## config.mk

```make
export PLATFORM = sky130hd
export DESIGN_NAME = parallel_in_serial_out_register_array_flat
export DESIGN_NICKNAME = d
export VERILOG_FILES = /design/src/rtl/parallel_in_serial_out_register_array_if.sv /design/src/rtl/parallel_in_serial_out_register_array.sv /design/src/flat_wrapper.sv
export SDC_FILE = /design/constraint.sdc
export NUM_CORES = 1
export LEC_CHECK = 0
export BUFFER_PORTS_ARGS = -buffer_cell sky130_fd_sc_hd__buf_2
export CAP_MARGIN = 10
export CORE_AREA = 3 3 136 138
export DETAILED_ROUTE_END_ITERATION = 10
export DIE_AREA = 0 0 139 141
export HOLD_SLACK_MARGIN = 0.1
export PLACE_DENSITY = 0.43
export RECOVER_POWER = 50
export SYNTH_ARGS = -nofsm -noshare
export SYNTH_HDL_FRONTEND = slang
export SYNTH_SLANG_ARGS = --single-unit
```

## constraint.sdc

```tcl
create_clock -name clk -period 2.2 [get_ports clk]
set_clock_uncertainty 0.2 [all_clocks]
set_input_delay 0.11 -clock clk [delete_from_list [all_inputs] [get_ports clk]]
set_output_delay 0.11 -clock clk [all_outputs]
set_load 0.005 [all_outputs]
```

## src/rtl/parallel_in_serial_out_register_array_if.sv

```systemverilog
// Load/unload bus for the parallel-in/serial-out register array.
// The master side is the producer plus downstream consumer; the slave side is the array.
interface parallel_in_serial_out_register_array_if #(
   parameter int unsigned BIT_WIDTH = 8,
   parameter int unsigned DEPTH     = 8
);
   localparam int unsigned CNT_W = $clog2(DEPTH + 1);

   logic                       enable;
   logic                       load_valid;
   logic                       load_ready;
   logic [DEPTH*BIT_WIDTH-1:0] load_data;
   logic                       load_dir;
   logic [BIT_WIDTH-1:0]       out;
   logic                       out_valid;
   logic [CNT_W-1:0]           remaining;

   modport master (
      output enable,
      output load_valid,
      output load_data,
      output load_dir,
      input  load_ready,
      input  out,
      input  out_valid,
      input  remaining
   );

   modport slave (
      input  enable,
      input  load_valid,
      input  load_data,
      input  load_dir,
      output load_ready,
      output out,
      output out_valid,
      output remaining
   );
endinterface

```

## src/rtl/parallel_in_serial_out_register_array.sv

```systemverilog
// Parallel-in/serial-out word array: captures DEPTH words per load and emits one
// word per enabled clock, head first, in the shift direction latched with the load.
module parallel_in_serial_out_register_array #(
   parameter int unsigned BIT_WIDTH = 8,
   parameter int unsigned DEPTH     = 8
) (
   input  logic clk,
   input  logic reset,
   parallel_in_serial_out_register_array_if.slave bus
);

   localparam int unsigned      CNT_W = $clog2(DEPTH + 1);
   localparam logic [CNT_W-1:0] FULL  = CNT_W'(DEPTH);
   localparam logic [CNT_W-1:0] ONE   = CNT_W'(1);

   typedef enum logic {
      EMPTY    = 1'b0,
      SHIFTING = 1'b1
   } state_t;

   state_t               state_q, state_d;
   logic [BIT_WIDTH-1:0] words_q [DEPTH];
   logic [BIT_WIDTH-1:0] words_d [DEPTH];
   logic [BIT_WIDTH-1:0] out_q, out_d;
   logic [CNT_W-1:0]     remaining_q, remaining_d;
   logic                 dir_q, dir_d;
   logic                 load_fire;
   logic                 shift_fire;
   logic                 last_word;

   // Ready when empty, or when the final word is being consumed this edge.
   assign bus.load_ready = (remaining_q == '0) || ((remaining_q == ONE) && bus.enable);
   assign load_fire      = bus.load_valid && bus.load_ready;
   assign shift_fire     = bus.enable && (state_q == SHIFTING) && !load_fire;
   assign last_word      = (remaining_q == ONE);

   assign bus.out       = out_q;
   assign bus.out_valid = (state_q == SHIFTING);
   assign bus.remaining = remaining_q;

   // State and datapath registers.
   always_ff @(posedge clk) begin
      if (reset) begin
         state_q     <= EMPTY;
         out_q       <= '0;
         remaining_q <= '0;
         dir_q       <= 1'b0;
         for (int k = 0; k < DEPTH; k++) begin
            words_q[k] <= '0;
         end
      end else begin
         state_q     <= state_d;
         out_q       <= out_d;
         remaining_q <= remaining_d;
         dir_q       <= dir_d;
         for (int k = 0; k < DEPTH; k++) begin
            words_q[k] <= words_d[k];
         end
      end
   end

   // Next-state, counter and array update.
   always_comb begin
      state_d     = state_q;
      out_d       = out_q;
      remaining_d = remaining_q;
      dir_d       = dir_q;
      for (int k = 0; k < DEPTH; k++) begin
         words_d[k] = words_q[k];
      end

      case (state_q)
         EMPTY: begin
            if (load_fire) begin
               state_d = SHIFTING;
            end
         end
         SHIFTING: begin
            if (!load_fire && shift_fire && last_word) begin
               state_d = EMPTY;
            end
         end
         default: begin
            state_d = EMPTY;
         end
      endcase

      if (load_fire) begin
         // Words stay in natural order; the latched direction picks the head end.
         dir_d       = bus.load_dir;
         remaining_d = FULL;
         for (int k = 0; k < DEPTH; k++) begin
            words_d[k] = bus.load_data[k*BIT_WIDTH +: BIT_WIDTH];
         end
         out_d = bus.load_dir ? bus.load_data[(DEPTH-1)*BIT_WIDTH +: BIT_WIDTH]
                              : bus.load_data[BIT_WIDTH-1:0];
      end else if (shift_fire) begin
         remaining_d = remaining_q - ONE;
         if (dir_q) begin
            words_d[0] = '0;
            for (int k = 1; k < DEPTH; k++) begin
               words_d[k] = words_q[k-1];
            end
            out_d = words_q[DEPTH-2];
         end else begin
            words_d[DEPTH-1] = '0;
            for (int k = 0; k < DEPTH - 1; k++) begin
               words_d[k] = words_q[k+1];
            end
            out_d = words_q[1];
         end
         if (last_word) begin
            out_d = '0;
         end
      end
   end

   // Structural invariants of the counter and head register.
   a_remaining_range : assert property (@(posedge clk) disable iff (reset)
      remaining_q <= FULL);
   a_valid_tracks_count : assert property (@(posedge clk) disable iff (reset)
      (state_q == SHIFTING) == (remaining_q != '0));
   a_idle_out_zero : assert property (@(posedge clk) disable iff (reset)
      (state_q == EMPTY) |-> (out_q == '0));

endmodule

```

## src/flat_wrapper.sv

```systemverilog
// flat-port wrapper written by rule: the top's interface ports become plain ports
module parallel_in_serial_out_register_array_flat 
#(
   parameter int unsigned BIT_WIDTH = 8,
   parameter int unsigned DEPTH     = 8
)
  (clk, reset, bus_enable, bus_load_valid, bus_load_data, bus_load_dir, bus_load_ready, bus_out, bus_out_valid, bus_remaining);
  parallel_in_serial_out_register_array_if #(.BIT_WIDTH(BIT_WIDTH), .DEPTH(DEPTH)) bus_i ();
  input  logic clk;
  input  logic reset;
  input wire logic [$bits(bus_i.enable)-1:0] bus_enable;
  input wire logic [$bits(bus_i.load_valid)-1:0] bus_load_valid;
  input wire logic [$bits(bus_i.load_data)-1:0] bus_load_data;
  input wire logic [$bits(bus_i.load_dir)-1:0] bus_load_dir;
  output wire logic [$bits(bus_i.load_ready)-1:0] bus_load_ready;
  output wire logic [$bits(bus_i.out)-1:0] bus_out;
  output wire logic [$bits(bus_i.out_valid)-1:0] bus_out_valid;
  output wire logic [$bits(bus_i.remaining)-1:0] bus_remaining;
  assign bus_i.enable = bus_enable;
  assign bus_i.load_valid = bus_load_valid;
  assign bus_i.load_data = bus_load_data;
  assign bus_i.load_dir = bus_load_dir;
  assign bus_load_ready = bus_i.load_ready;
  assign bus_out = bus_i.out;
  assign bus_out_valid = bus_i.out_valid;
  assign bus_remaining = bus_i.remaining;
  parallel_in_serial_out_register_array #(.BIT_WIDTH(BIT_WIDTH), .DEPTH(DEPTH)) u_core (.clk(clk), .reset(reset), .bus(bus_i));
endmodule
```

==> summary.txt <==
Largest family of logic cells by synthesized area -> multiplexers
GPL Wtd Cong -> 0.765
Commonest cells post-synth -> 78 x dfxtp_1, 76 x nand2_1, 56 x mux2_2, 56 x mux2i_1, 41 x o22ai_1
Most numerous cell in the Yosys netlist -> dfxtp_1
Clock buffer depth -> 2
Fin crit share -> 92.4%
Status -> finished, final reports clean
Root buf cell -> clkbuf_16
# fillers -> 1,828
Initial antenna violation count -> 0
Syn Area/Cell -> 9.51 sq um
Syn Nets -> 527
Gate Count Post-Synth -> 455
Global-route total usage across every layer -> 14.3%
Initial Util -> 25.0%
Max-cap viol count -> 0
DIE AREA -> 19,600 sq um
Layout cells sized above 1 -> 27.2%
RSZ-0062 raised after global routing -> false
YS warnings -> 0
Clock-pin slew on the worst setup and hold paths -> 0.06 ns
Total congestion overflow -> 0
TritonRoute pass-1 iters -> 4
Antenna Cells -> 0
Final wirelength -> 14,200 microns
Placed cells -> 730
CTS-repair resized insts -> 0
Fmax -> 492 MHz
Core area -> 17,300 sq um
Max VDD drop -> 0.397 mV
First-pass GRT wire length -> 22,300 microns
Avg WL per Cell -> 17.3 microns
Largest net degree at the start of global routing -> 74
Number of synthesized flops with an enable pin -> 0
Post-CTS setup buffer count -> 0
CTS sink cnt -> 78
Yosys reg bits -> 78
Final min period -> 2.03 ns
Fin. max-slew vios -> 0
CTS tree -> built
Unique masters post-synth -> 35
Post-synth ARST share -> 0%
Chip width -> 139 microns
I/O Pins -> 83
Final cell count without fillers -> 821
Slew of the pin with the lowest slew margin -> 0.519 ns
Die height -> 141 microns
H-tree levels -> 3
Relative slew slack -> 65.3%
Prevailing post-synth register cell -> dfxtp_1
Crit. End Element -> output port
Hold Path Class -> primary input to flip-flop
Top-area cell type share of the netlist area -> 36.1%
Via count -> 3,966
Final hold violations -> 0
Drt via density -> 4.83
WS Path Type -> flip-flop to output port
Cell leakage power -> 0.00224 uW
Worst endpoint data arrival time -> 1.72 ns
Row count -> 48
CTS buffer count -> 9
Worst EP required -> 1.89 ns
Synth Area in XOR/XNOR -> 0.405%
Simple-gate portion of the synthesized area -> 12.6%
Yosys top cell by area -> dfxtp_1
Dpl cell area -> 4960 sq um
Synth Area in Adders -> 0.867%
Compound-Gate Fraction of Synth Area -> 16.1%
Max FO, Critical Path -> 20
Final ANT Viol Nets -> 0
PD cells -> 722 nW/um^2
Top cells by area, synth -> dfxtp_1 36%, mux2_2 15%, mux2i_1 13%
Seq/Total Area, Yosys -> 36.1%
Post-route cell area -> 5900 sq um
Vias in the first global route -> 3,892
Final Power -> 4260 uW
Final TNS setup -> 0 ns
Residual DRC count -> 0
Initial DRC Count -> 195
Mapped cell area -> 4330 sq um
Clock Latency Late Sink -> 0.34 ns
Reg2reg setup slack -> 0.21 ns
Startpoint types -> flip-flop
PortBufs -> 82
Setup violations, final -> 0
Multiplexer area fraction after synthesis -> 27.5%
Hold_buf cts -> 75
Area growth syn-to-layout -> 36.4%
Post-DP HPWL -> 10,200 microns
Fin nets -> 663
through the flow:
step,hold WS [ns],setup WS (ns),utilization (%)
after floorplan,0.0616,0.255,-
after global placement,0.175,0.300,28.7
after detailed placement,0.178,0.240,28.7
after CTS,0.106,0.174,34.6
after global routing,0.0955,0.0260,34.1
final,0.0803,0.167,34.1
cell type report:
class / instances / area, sq um / area share, %
tap: 225 / 282 / 4.77
inverter: 3 / 11.3 / 0.191
multi-input combinational: 327 / 2450 / 41.5
clock buffer: 13 / 250 / 4.24
clock inverter: 3 / 20.0 / 0.339
timing repair buffer: 172 / 1330 / 22.5
sequential: 78 / 1560 / 26.5
cells by family (layout without fill, tap and decap cells):
logic type | after synthesis | after routing
AOI/OAI and AO/OA | 90 | 90
adders and majority gates | 3 | 3
DFF | 78 | 78
muxes | 112 | 112
buffers and inverters | 50 | 191
xor gates and xnor gates | 2 | 2
and+or+nand+nor | 120 | 120
placed cells by master (no fill, tap or decap):
cell           synthesis  layout
a211oi_1               1       1
a21o_1                 1       1
a21oi_1                3       3
a221oi_1               8       8
a311oi_1              16      16
a31oi_1                1       1
a32oi_1                8       8
and2_4                 0       1
buf_12                 0       5
buf_2                 16      75
buf_4                  2       6
buf_6                  7       2
clkbuf_1              16      12
clkbuf_16              0       9
clkbuf_8               0       1
clkinv_2               0       1
clkinvlp_4             0       2
dfxtp_1               78      77
dfxtp_2                0       1
dlygate4sd3_1          0      75
ha_1                   3       3
inv_1                  3       3
mux2_2                56      56
mux2i_1               56      56
nand2_1               76      75
nand2_2                0       1
nand3_1               10      10
nand3b_1               8       8
nor2_1                 4       4
nor3_1                17      17
nor3b_4                1       1
nor4_1                 1       1
o21ai_0                1       1
o21ai_4                1       1
o22ai_1               41      48
o31ai_1                1       1
o41ai_1                1       1
or3b_1                 2       2
xnor2_1                1       1
xor2_1                 1       1
critical path: stages, from the launching register on:
cell	delay [ns]
dfxtp_1	0.40
inv_1	0.11
ha_1	0.23
a21oi_1	0.16
buf_4	0.26
nor3_1	0.09
buf_2	0.15
layer usage:
layer	global-route usage (%)	wire length, microns
met1	21.1	7160
met2	21.6	6250
met3	3.02	691
met4	2.63	85
met5	0	0
power breakdown:
part           internal (uW)  switching (uW)  total (uW)
clock network            795             589        1380
logic                    560             559        1120
registers               1590             166        1760
total                   2950            1310        4260
worst paths after layout:
| check | from | end | depth (start not counted) |
|---|---|---|---|
| setup reg to reg | u_core.bus.remaining[1] | u_core.words_q[1][15] | 7 |
| setup / recovery | u_core.bus.remaining[1] | bus_load_ready | 6 |
| hold reg to reg | u_core.bus.out[7] | u_core.bus.out[7] | 2 |
| hold / removal | bus_load_valid | u_core.bus.out_valid | 4 |
flip-flops by register name, summed over array words and instances, names as in the netlist:
signal,cells
u_core.bus.out,8
u_core.bus.remaining,4
u_core.dir_q,1
u_core.bus.out_valid,1
u_core.words_q,64
(Power assumes the default switching activity.)
